File: config.mk
export PLATFORM = sky130hd
export DESIGN_NAME = mlp_frame_sequencer
export DESIGN_NICKNAME = d
export VERILOG_FILES = /design/src/rtl/mlp_pkg.sv /design/src/rtl/baseline_sub.sv /design/src/rtl/mlp_frame_sequencer.sv
export SDC_FILE = /design/constraint.sdc
export NUM_CORES = 1
export LEC_CHECK = 0
export BUFFER_PORTS_ARGS = -buffer_cell sky130_fd_sc_hd__buf_2
export CAP_MARGIN = 25
export CORE_MARGIN = 3
export CORE_UTILIZATION = 60
export DETAILED_ROUTE_END_ITERATION = 7
export PLACE_DENSITY = 0.94
export SYNTH_ARGS = -nofsm -noshare
export SYNTH_HDL_FRONTEND = slang
export SYNTH_SLANG_ARGS = --single-unit
File: constraint.sdc
create_clock -name clk_i -period 6.8 [get_ports clk_i]
set_clock_uncertainty 0.2 [all_clocks]
set_input_delay 0.34 -clock clk_i [delete_from_list [all_inputs] [get_ports clk_i]]
set_output_delay 0.34 -clock clk_i [all_outputs]
set_load 0.05 [all_outputs]
File: src/rtl/mlp_pkg.sv
// Shared types and constants for the mlp front-end sequencer.
package mlp_pkg;

  localparam int unsigned MLP_NCH  = 6;
  localparam int unsigned MLP_NOUT = 3;

  typedef logic [7:0] sample_t;
  typedef sample_t [MLP_NCH-1:0]  frame_t;
  typedef sample_t [MLP_NOUT-1:0] score_t;

  typedef enum logic [1:0] {EMPTY, SETTLE, RESULT} seq_state_e;

  // Unsigned subtract that floors at zero instead of wrapping.
  function automatic sample_t sat_sub(sample_t a, sample_t b);
    return (a > b) ? sample_t'(a - b) : '0;
  endfunction

endpackage

File: src/rtl/baseline_sub.sv
// Per-channel baseline register file and saturating baseline subtraction.
module baseline_sub
  import mlp_pkg::*;
#(
  parameter int unsigned NCH  = 6,
  parameter int unsigned IdxW = 3
) (
  input  logic            clk_i,
  input  logic            rst_i,
  input  logic            cfg_we_i,
  input  logic [2:0]      cfg_ch_i,
  input  logic [7:0]      cfg_data_i,
  input  logic [IdxW-1:0] idx_i,
  input  logic [7:0]      sample_i,
  output logic [7:0]      cond_o
);

  logic [NCH-1:0][7:0] base_q, base_d;

  always_comb begin
    base_d = base_q;
    if (cfg_we_i && (32'(cfg_ch_i) < NCH)) begin
      base_d[cfg_ch_i] = cfg_data_i;
    end
  end

  // Reads the registered value, so a same-cycle write only affects later samples.
  always_comb begin
    cond_o = sat_sub(sample_i, base_q[idx_i]);
  end

  always_ff @(posedge clk_i) begin
    if (rst_i) begin
      base_q <= '0;
    end else begin
      base_q <= base_d;
    end
  end

endmodule

File: src/rtl/mlp_frame_sequencer.sv
// Assembles conditioned sample frames, holds them on the MLP inputs for a settle
// time, then captures the scores and offers them on a valid/ready handshake.
module mlp_frame_sequencer #(
  parameter int unsigned NCH    = 6,
  parameter int unsigned NOUT   = 3,
  parameter int unsigned SETTLE = 4
) (
  input  logic                clk_i,
  input  logic                rst_i,
  input  logic                s_valid_i,
  output logic                s_ready_o,
  input  logic [7:0]          s_data_i,
  input  logic                s_last_i,
  input  logic                cfg_we_i,
  input  logic [2:0]          cfg_ch_i,
  input  logic [7:0]          cfg_data_i,
  output logic [8*NCH-1:0]    mlp_din_o,
  input  logic [8*NOUT-1:0]   mlp_dout_i,
  output logic                res_valid_o,
  input  logic                res_ready_i,
  output logic [8*NOUT-1:0]   res_data_o,
  output logic                err_o,
  output logic [7:0]          err_cnt_o
);
  import mlp_pkg::*;

  localparam int unsigned IdxW = (NCH > 1) ? $clog2(NCH) : 1;
  localparam int unsigned CntW = (SETTLE > 1) ? $clog2(SETTLE) : 1;
  localparam logic [IdxW-1:0] LastIdx = IdxW'(NCH - 1);
  localparam logic [CntW-1:0] CntInit = CntW'(SETTLE - 1);

  seq_state_e          state_q, state_d;
  logic [IdxW-1:0]     idx_q, idx_d;
  logic [CntW-1:0]     cnt_q, cnt_d;
  logic [NCH-1:0][7:0] asm_q, asm_d;
  logic [NCH-1:0][7:0] din_q, din_d;
  logic [8*NOUT-1:0]   res_q, res_d;
  logic                res_valid_q, res_valid_d;
  logic                err_q, err_d;
  logic [7:0]          err_cnt_q, err_cnt_d;

  logic [7:0] cond;
  logic       last_slot, hold_free, accept, frame_done, frame_err;

  baseline_sub #(
    .NCH  (NCH),
    .IdxW (IdxW)
  ) u_baseline (
    .clk_i      (clk_i),
    .rst_i      (rst_i),
    .cfg_we_i   (cfg_we_i),
    .cfg_ch_i   (cfg_ch_i),
    .cfg_data_i (cfg_data_i),
    .idx_i      (idx_q),
    .sample_i   (s_data_i),
    .cond_o     (cond)
  );

  // Hold side can take a frame when empty or when its result leaves this cycle.
  always_comb begin
    last_slot  = (idx_q == LastIdx);
    hold_free  = (state_q == mlp_pkg::EMPTY) ||
                 ((state_q == mlp_pkg::RESULT) && res_ready_i);
    s_ready_o  = !(last_slot && !hold_free);
    accept     = s_valid_i && s_ready_o;
    frame_done = accept && last_slot && s_last_i;
    frame_err  = accept && (s_last_i != last_slot);
  end

  always_comb begin
    asm_d     = asm_q;
    din_d     = din_q;
    idx_d     = idx_q;
    err_d     = frame_err;
    err_cnt_d = err_cnt_q;
    if (accept) begin
      asm_d[idx_q] = cond;
      idx_d        = (frame_done || frame_err) ? '0 : idx_q + 1'b1;
    end
    // The last sample bypasses the assembly slot so the frame lands one cycle after it.
    if (frame_done) begin
      din_d          = asm_q;
      din_d[LastIdx] = cond;
    end
    if (frame_err && (err_cnt_q != 8'hff)) begin
      err_cnt_d = err_cnt_q + 8'd1;
    end
  end

  always_comb begin
    state_d     = state_q;
    cnt_d       = cnt_q;
    res_d       = res_q;
    res_valid_d = res_valid_q;
    unique case (state_q)
      mlp_pkg::EMPTY: begin
        if (frame_done) begin
          state_d = mlp_pkg::SETTLE;
          cnt_d   = CntInit;
        end
      end
      mlp_pkg::SETTLE: begin
        if (cnt_q == '0) begin
          res_d       = mlp_dout_i;
          res_valid_d = 1'b1;
          state_d     = mlp_pkg::RESULT;
        end else begin
          cnt_d = cnt_q - 1'b1;
        end
      end
      mlp_pkg::RESULT: begin
        if (res_ready_i) begin
          res_valid_d = 1'b0;
          if (frame_done) begin
            state_d = mlp_pkg::SETTLE;
            cnt_d   = CntInit;
          end else begin
            state_d = mlp_pkg::EMPTY;
          end
        end
      end
      default: begin
        state_d     = mlp_pkg::EMPTY;
        res_valid_d = 1'b0;
      end
    endcase
  end

  always_ff @(posedge clk_i) begin
    if (rst_i) begin
      state_q     <= mlp_pkg::EMPTY;
      idx_q       <= '0;
      cnt_q       <= '0;
      asm_q       <= '0;
      din_q       <= '0;
      res_q       <= '0;
      res_valid_q <= 1'b0;
      err_q       <= 1'b0;
      err_cnt_q   <= '0;
    end else begin
      state_q     <= state_d;
      idx_q       <= idx_d;
      cnt_q       <= cnt_d;
      asm_q       <= asm_d;
      din_q       <= din_d;
      res_q       <= res_d;
      res_valid_q <= res_valid_d;
      err_q       <= err_d;
      err_cnt_q   <= err_cnt_d;
    end
  end

  assign mlp_din_o   = din_q;
  assign res_data_o  = res_q;
  assign res_valid_o = res_valid_q;
  assign err_o       = err_q;
  assign err_cnt_o   = err_cnt_q;

endmodule

* Word level (Yosys, flattened, before mapping) *
Cells that the tools add are included.

word-level totals
  bits in latches = 0
  memories = 0
  register bits after elaboration = 185
  input bits = 49
  RAM bits = 0
  ROM bits = 0

cells by class
  $mul = 0
  shift-type cells = 0
  multiplexer cells = 22
  add/sub/neg operators = 4
  $lt $le $gt $ge = 6
  divide/modulo/power cells = 0
  bitwise operators = 1
  eq/ne operators = 9
  reduce and logical (&&, ||, !) cells = 21

operator list
  operator               count
  $bwmux W48             2
  $demux W8 S3           2
  $mux W8                4
  $bmux W8 S3            1
  $mux W2                6
  $pmux W2 S3            2
  $logic_and A1 B1 Y1    10
  $reduce_and A3 Y1      3
  $add A8 B1 Y8 const B  1
  $gt A8 B8 Y1           1
  $lt A3 B4 Y1 const B   2
  $ne A2 B2 Y1 const B   4
  $ne A8 B8 Y1 const B   1
  $sub A8 B8 Y8          1
  $ge A3 B1 Y1 const B   2
  $logic_not A2 Y1       2
  $add A3 B1 Y3 const B  1
  $eq A3 B3 Y1 const B   1
  $lt A3 B3 Y1 const B   1
  $mux W1                3
  $mux W3                1
  $pmux W1 S3            1
  $reduce_bool A3 Y1     1
  $eq A2 B1 Y1 const B   1
  7 further kinds        9

* Depth between registers and ports, before layout *
Gate-level depths: netlist of the first run.

  depth after elaboration = 12
  gate-level depth with buffers = 13
  mapped depth without buffers = 11

* Modules after synthesis *
A second synthesis of the first run with hierarchy kept.

second synthesis, totals
  cell total of the unflattened synthesis = 870
  area total of the unflattened synthesis = 7,364.6 µm²

modules (own cells, without submodules)
  module               area each (µm²)  instances  cells each  sequential area each (µm²)
  mlp_frame_sequencer  4,863.4          1          588         2,582.5
  baseline_sub         2,501.1          1          282         960.9

* Least setup slack after synthesis of the first run *
OpenSTA, ideal clock, no wires.

  path type = register to register
  start = register idx_q[0]
  end = register asm_q[14] (netlist bit)
  arrival = 3,356 ps
  stages on the path, launching flop included = 12
  required time = 6,513 ps
  setup slack = 3,157 ps
  clock period less this slack = 3,643 ps
  library setup time = 87 ps
  cells stage by stage = dfxtp_1 clkbuf_1 buf_2 clkbuf_1 mux2_2 a22oi_1 ha_1 and3_1 o21ai_0 or4b_2 o311a_1 o31ai_1

between the ends
  word-level cells in the longest chain between the ends = 5
  elaborated cells between the ends (all ways) = 15

RTL lines
  item                                                                  line                                           RTL
  start: declaration                                                    mlp_frame_sequencer.sv:33                      logic [IdxW-1:0] idx_q, idx_d;
  start signal: assignment                                              mlp_frame_sequencer.sv:142                     idx_q <= idx_d;
  $bmux W8 S3, or another cell as far along                             baseline_sub.sv:29                             cond_o = sat_sub(sample_i, base_q[idx_i]);
  $mux W8 (implied by the code) or $logic_and A1 B1 Y1 (tied branches)  baseline_sub.sv:29, mlp_frame_sequencer.sv:77
  $sub A8 B8 Y8, or another cell as far along                           mlp_pkg.sv:15                                  return (a > b) ? sample_t'(a - b) : '0;
  $mux W8 or $demux W8 S3 (tied branches)                               mlp_pkg.sv:15, mlp_frame_sequencer.sv:77
  $bwmux W48                                                            mlp_frame_sequencer.sv:77                      asm_d[idx_q] = cond;
  end signal: assignment                                                mlp_frame_sequencer.sv:144                     asm_q <= asm_d;
  end: declaration                                                      mlp_frame_sequencer.sv:35                      logic [NCH-1:0][7:0] asm_q, asm_d;

Several ways; a longest one is shown, not always the timed one. The select of a mux whose other input is x is not followed.
A chain may end at the register's enable or synchronous reset.

* Final worst setup path of the first run *
  start = register idx_q[1]
  end = register asm_q[29] (netlist bit)

The elaborated chain is that of the path after synthesis.

==> reports/metrics.cfg, run 1 <==
[timing]
setup_viol=0
rsz0062_at_grt=false
setup_tns_ns=0
finalCritPeriodShare_pct=65.2
relSlewSlack_pct=28.4
min_period_ns=4.44
whs_ns=0.0170
timing.final.max_slew_violations=0
max_freq_mhz=225
tightest_slew_ns=1.07
hold_viol_final=0

[finish]
n_antenna_cell=0
drive_above_1_share_pct=18.3
synthToLayoutAreaGrowth_pct=21.4
num-nets-final=1075
fin_util_pct=75.9
stdcell_count=1168

[route]
top_layer=met5
finalWirelength_um=19600
vias=6911
via_per_inst=5.92
dr_wl_met3_um=1690
ant_nets=0
drt_iter0_markers=757
dr_wl_met2_um=9370
drtPass1Iterations=7
drc=0
wl_per_cell_um=16.8
wl_met1_um=8120

[cts]
cts_buffers=17
clkLatencyLatePin_ns=0.43
clock_path_buffers=2
postCtsResizedCells=0
path_clk_slew_ns=0.07
clock-sinks=177
htreeDepth=4
cts_root_buffer=clkbuf_16
cts_setup_buffers=0
hold_buffers=24
tritoncts=yes

[setup_path]
cpPeakStageDelay_ns=0.85
start_kind=register
r2r_cells=10
cp_data_arrival_time_ns=4.57
reg2reg_slack_ns=2.36
cp_slowest_cell=a21oi_1
crit_type=reg -> reg
crit_path_max_fanout=17
crit_chain=inv_1, nor2_1, a22oi_1, o22a_1, ha_1, a21oi_1, a211o_1, a21oi_1, o21ai_0, o21ai_0
cp-end-kind=register
reg2reg_to=asm_q[29]
crit_required_ns=6.93
rr_startpoint=idx_q[1]

[pwr]
p_sw_w=0.000531
clock_power_share_pct=45.9
total_leakage_power_nw=3.34
internal-power_w=0.00170
powerDensity_mw_per_mm2=253
swShare_pct=23.8
ir_drop_mv=0.139
combPwrFrac_pct=6.7
seq_power_share_pct=47.4

[floorplanning]
die_area_sq_mm=0.0135
start_util_pct=62.5
die_h_um=116
core-area_sq_mm=0.0116
ios=132
die_w_um=116
fp-row-count=39

[logic_synthesis]
yosysMostFrequentCell=nand2_1
syn_avg_cell_area_sq_um=8.25
synth_edf_count=0
ys_top_cells_by_count=nand2_1, dfxtp_1, a21oi_1
syn_area_sq_mm=0.00726
async_reset_ff_share_pct=0
synth_cells=880
synthTopCellsByArea=dfxtp_1, nand2_1, a21oi_1, nand3b_1, ha_1
ys.flop_type=dfxtp_1
synth_nets=943
ys_seq_elements=177
synth.distinct_cells=52
yosysSeqAreaShare_pct=48.8
synth_top_area_share_pct=48.8
synth_top_area_cell=dfxtp_1
ys_warn_count=0

[flow_run]
drv_cap=0

[grt]
grt_pass1_vias=6435
grt_pass1_wl_um=30700
grt_use_total_pct=28.6
grt-ovfl-total=0
grt_max_degree=102
antenna_found_initial=1

[min_path]
min_path_type=in -> reg
hold_end=u_baseline.base_q[27]
hold_depth=3
hp-start=cfg_data_i[3]

[outcome]
status=finished clean

[placement]
dp_cells=1111
portBuffers=131
gp_congestion=0.948
hpwl_um=12600

[final cells by class]
| class | instances | area [sq um] |
|---|---|---|
| multi-input combinational | 640 | 3470 |
| fill | 796 | 2800 |
| clock buffer | 19 | 443 |
| sequential | 177 | 3540 |
| tap | 143 | 179 |
| inverter | 15 | 56.3 |
| clock inverter | 13 | 174 |
| timing repair buffer | 161 | 946 |
[state kept, by name, summed over array words and instances (netlist names)]
signal,count
err_o,1
idx_q,3
asm_q,40
mlp_din_o,48
res_valid_o,1
u_baseline.base_q,48
cnt_q,2
err_cnt_o,8
res_data_o,24
state_q,2
[worst max-delay path: cells and delay by family, from the launching register on]
kind	cells	cell delay [ns]
flip-flops	1	0.72
AO/OA/AOI/OAI	7	2.50
buffers and inverters	1	0.20
AND/OR/NAND/NOR	1	0.34
adder cells (fa/ha/maj)	1	0.38
[through the flow]
step | worst slack [ns] | power [W] | area, sq um
finish | 2.36 | 0.00223 | 8810
global route | 1.99 | 0.00229 | 8810
CTS | 2.49 | 0.00222 | 8800
detailed placement | 2.48 | 0.00121 | 7950
global placement | 2.69 | 0.00121 | 7950
floorplan | 3.16 | 0.00117 | 7260
[cell usage in the layout, fill, tap and decap left out, types with 7 or more instances in the layout]
cell type / Yosys / layout
clkbuf_16: 0 / 17
a22oi_1: 7 / 7
ha_1: 13 / 13
nor2_1: 32 / 32
nand3b_1: 32 / 32
mux2_2: 10 / 10
mux2i_1: 11 / 11
nand3_1: 22 / 22
buf_2: 3 / 130
nor3_1: 11 / 11
o31ai_1: 16 / 16
inv_1: 14 / 14
dfxtp_1: 177 / 177
nand2_1: 248 / 248
o21ai_0: 25 / 25
a21oi_1: 144 / 144
dlygate4sd3_1: 0 / 25
[layer usage]
layer  GRT usage, %  up-vias
li1               -     3299
met1           36.4     3235
met2           46.4      331
met3           8.25       44
met4           10.4        2
met5              0        -
[cells by family (layout without fill, tap and decap cells)]
family	count (synthesis)	count (layout)	share of synthesized area, %
adders and majority gates	14	14	2.52
xor gates and xnor gates	2	2	0.241
AOI/OAI and AO/OA	211	211	16.2
buffers and inverters	63	208	3.41
DFF	177	177	48.8
muxes	27	27	4.93
and+or+nand+nor	386	386	23.9
[worst max-delay path by stage]
stage              from       endpoint  slack (ns)  cells after the start
2_1_floorplan  idx_q[0]      asm_q[14]        3.16                     11
3_3_place_gp   idx_q[1]  mlp_din_o[47]        2.69                     10
3_5_place_dp   idx_q[1]  mlp_din_o[47]        2.48                     10
4_1_cts        idx_q[1]      asm_q[29]        2.49                     10
5_1_grt        idx_q[1]  mlp_din_o[47]        1.99                     10
6_report       idx_q[1]      asm_q[29]        2.36                     10
[power groups by stage]
stage	combinational, W	sequential (W)	clock [W]
5_1_grt	0.000161	0.00106	0.00107
2_1_floorplan	0.0000865	0.00108	0
3_5_place_dp	0.000133	0.00108	0
6_report	0.000149	0.00106	0.00103
4_1_cts	0.000144	0.00106	0.00102
3_3_place_gp	0.000129	0.00108	0
(Power assumes the default switching activity.)
==> run 2: changes to the inputs <==
--- a/config.mk
+++ b/config.mk
@@ -5,12 +5,13 @@
 export SDC_FILE = /design/constraint.sdc
 export NUM_CORES = 1
 export LEC_CHECK = 0
+export ABC_AREA = 1
 export BUFFER_PORTS_ARGS = -buffer_cell sky130_fd_sc_hd__buf_2
 export CAP_MARGIN = 25
 export CORE_MARGIN = 3
-export CORE_UTILIZATION = 60
+export CORE_UTILIZATION = 55
 export DETAILED_ROUTE_END_ITERATION = 7
-export PLACE_DENSITY = 0.94
+export PLACE_DENSITY = 0.88
 export SYNTH_ARGS = -nofsm -noshare
 export SYNTH_HDL_FRONTEND = slang
 export SYNTH_SLANG_ARGS = --single-unit
==> constraint.sdc (replaced) <==
create_clock -name clk_i -period 4.25 [get_ports clk_i]
set_clock_uncertainty 0.2 [all_clocks]
set_input_delay 0.2125 -clock clk_i [delete_from_list [all_inputs] [get_ports clk_i]]
set_output_delay 0.2125 -clock clk_i [all_outputs]
set_load 0.05 [all_outputs]
==> reports/metrics.cfg, run 2 <==
[outcome]
status=finished, violations left
violations=DRC

[floorplanning]
die_h_um=120  ; +3.9%
start_util_pct=56.7  ; -5.8 points
die_area_sq_mm=0.0145  ; +7.9%
die_w_um=120  ; +3.9%
fp-row-count=41  ; +5.1%
core-area_sq_mm=0.0127  ; +9.5%
ios=132  ; unchanged

[route]
drt_iter0_markers=623  ; -18%
vias=6904  ; -0.10%
ant_nets=0  ; unchanged
wl_per_cell_um=15.3  ; -8.8%
finalWirelength_um=19300  ; -1.1%
via_per_inst=5.45  ; -7.9%
drc=2  ; +2
drtPass1Iterations=8  ; +1

[logic_synthesis]
yosysSeqAreaShare_pct=49.2  ; +0.33 points
synth_top_area_cell=dfxtp_1
yosysMostFrequentCell=nor2_1
ys_warn_count=0  ; unchanged
synth_nets=1000  ; +6.0%
syn_area_sq_mm=0.00721  ; -0.67%
synth.distinct_cells=40  ; -23%
synthTopCellsByArea=dfxtp_1, nor2_1, o21ai_0, a21oi_1, nand2_1
synth_edf_count=0  ; unchanged
ys_top_cells_by_count=nor2_1, dfxtp_1, o21ai_0
syn_avg_cell_area_sq_um=7.69  ; -6.7%
async_reset_ff_share_pct=0  ; unchanged
ys_seq_elements=177  ; unchanged
ys.flop_type=dfxtp_1
synth_top_area_share_pct=49.2  ; +0.33 points
synth_cells=937  ; +6.5%

[grt]
antenna_found_initial=0  ; -1
grt_max_degree=94  ; -7.8%
grt-ovfl-total=0  ; unchanged
grt_pass1_wl_um=31700  ; +3.2%
grt_use_total_pct=27.0  ; -1.5 points
grt_pass1_vias=6519  ; +1.3%

[finish]
drive_above_1_share_pct=17.0  ; -1.4 points
synthToLayoutAreaGrowth_pct=21.2
final_common_cell=nor2_1
fillCellCount=1028  ; +29%
mostFrequentLayoutCells=nor2_1, dfxtp_1, o21ai_0
stdcell_count=1267  ; +8.5%
multi_input_area_sq_mm=0.00313  ; -9.8%
num-nets-final=1146  ; +6.6%
n_antenna_cell=0  ; unchanged
regArea_sq_mm=0.00354  ; unchanged

[pwr]
clock_power_share_pct=43.4  ; -2.5 points
p_sw_w=0.000906  ; +71%
internal-power_w=0.00262  ; +54%
powerDensity_mw_per_mm2=404  ; +59%
total_leakage_power_nw=4.19  ; +26%
ir_drop_mv=0.296  ; +110%
swShare_pct=25.7  ; +1.9 points
seq_power_share_pct=48.8  ; +1.4 points
combPwrFrac_pct=7.8  ; +1.1 points

[cts]
cts_buffers=17  ; unchanged
path_clk_slew_ns=0.07  ; about the same
hold_buffers=34  ; +42%
postCtsResizedCells=0  ; unchanged
clock-sinks=177  ; unchanged
cts_setup_buffers=0  ; unchanged
clkLatencyLatePin_ns=0.43  ; about the same
cts_root_buffer=clkbuf_16
clock_path_buffers=2  ; unchanged
htreeDepth=4  ; unchanged
tritoncts=yes

[setup_path]
crit_type=reg -> reg
cp_slowest_cell=dfxtp_1
cp_data_arrival_time_ns=3.83  ; -0.74 ns
crit_required_ns=4.41  ; -2.52 ns
reg2reg_slack_ns=0.58  ; -1.79 ns
crit_chain=inv_1, nand3_1, inv_1, a22oi_1, o2111ai_1, ha_1, inv_1, fa_1, nand3_1, nand3_1, nand2_1, a21oi_4, nand3_1, a21oi_1
start_kind=register
critical_path.most_common_cell=nand3_1
rr_startpoint=idx_q[0]
crit_path_max_fanout=20  ; +3
cp_num_buf_inv=3  ; +2
cp-end-kind=register
worstSetupStartpoint=idx_q[0]
cpPeakStageDelay_ns=0.71  ; -0.14 ns
path_delay_family=compound AO/OA/AOI/OAI gates

[timing]
whs_ns=0.0341  ; +0.0171 ns
finalCritPeriodShare_pct=86.4  ; +21 points
timing.final.max_slew_violations=0  ; unchanged
min_period_ns=3.67  ; -0.764 ns
setup_tns_ns=0  ; unchanged
relSlewSlack_pct=33.0  ; +4.6 points
tightest_slew_ns=1.00  ; -0.0696 ns
max_freq_mhz=272  ; +21%
hold_viol_final=0  ; unchanged
setup_viol=0  ; unchanged
rsz0062_at_grt=false
setup_ws_ns=0.577  ; -1.79 ns

[flow_run]
drv_cap=0  ; unchanged

[placement]
dpl_worst_slack_ns=0.729  ; -1.75 ns
portBuffers=131  ; unchanged
gp_congestion=0.913  ; -3.8%
hpwl_um=12400  ; -1.7%
dp_cells=1202  ; +8.2%

[min_path]
hp-start=s_last_i
min_path_type=in -> reg

[run 2: kinds of logic (layout without fill, tap and decap cells)]
family | after synthesis | in the layout | synth area share (%)
XOR/XNOR | 4 | 4 | 0.486
adder cells (fa/ha/maj) | 14 | 14 | 2.53
buffers and inverters | 110 | 268 | 7.48
flip-flops | 177 | 177 | 49.2
AND/OR/NAND/NOR | 363 | 363 | 20.8
AO/OA/AOI/OAI | 269 | 269 | 19.6
[run 2: layout make-up]
cell class              count  area share, %
clock buffers              19           4.95
clock inverters            12           1.55
inverters                  68           2.93
multi-input cells         650           35.8
flip-flops and latches    177           40.5
well taps                 172           2.46
repair buffers            169           11.7
[run 2: power groups by stage]
stage	clock (W)	sequential [W]	combinational (W)
2_1_floorplan	0	0.00175	0.000168
3_3_place_gp	0	0.00176	0.000239
3_5_place_dp	0	0.00176	0.000242
4_1_cts	0.00154	0.00172	0.000268
5_1_grt	0.00162	0.00172	0.000306
6_report	0.00153	0.00172	0.000275
[run 2: tightest hold or removal path: stages]
cell and delay (ns):
buf_2 0.09, nand2_1 0.09, nand2_1 0.15, nor3_1 0.07
[run 2: per-layer routing]
| metal | routed length, um | up-vias | global-route usage, % |
|---|---|---|---|
| met1 | 8080 | 3143 | 34.9 |
| met5 | 0 | - | 0 |
| met4 | 389 | 0 | 9.63 |
| met2 | 9000 | 341 | 42.9 |
| met3 | 1880 | 43 | 8.47 |
| li1 | - | 3377 | - |
[run 2: per-stage QoR]
step | utilization, % | total power (W) | instance area, sq um
floorplan | - | 0.00192 | 7210
global placement | 61.6 | 0.00200 | 7830
detailed placement | 61.6 | 0.00200 | 7830
CTS | 68.7 | 0.00353 | 8740
global route | 68.7 | 0.00365 | 8740
finish | 68.7 | 0.00353 | 8740
[run 2: path summary, 6_finish.rpt]
path | end | cells after the start
max | mlp_din_o[43] | 14
max reg2reg | mlp_din_o[43] | 14
min reg2reg | u_baseline.base_q[28] | 2
min | err_o | 4
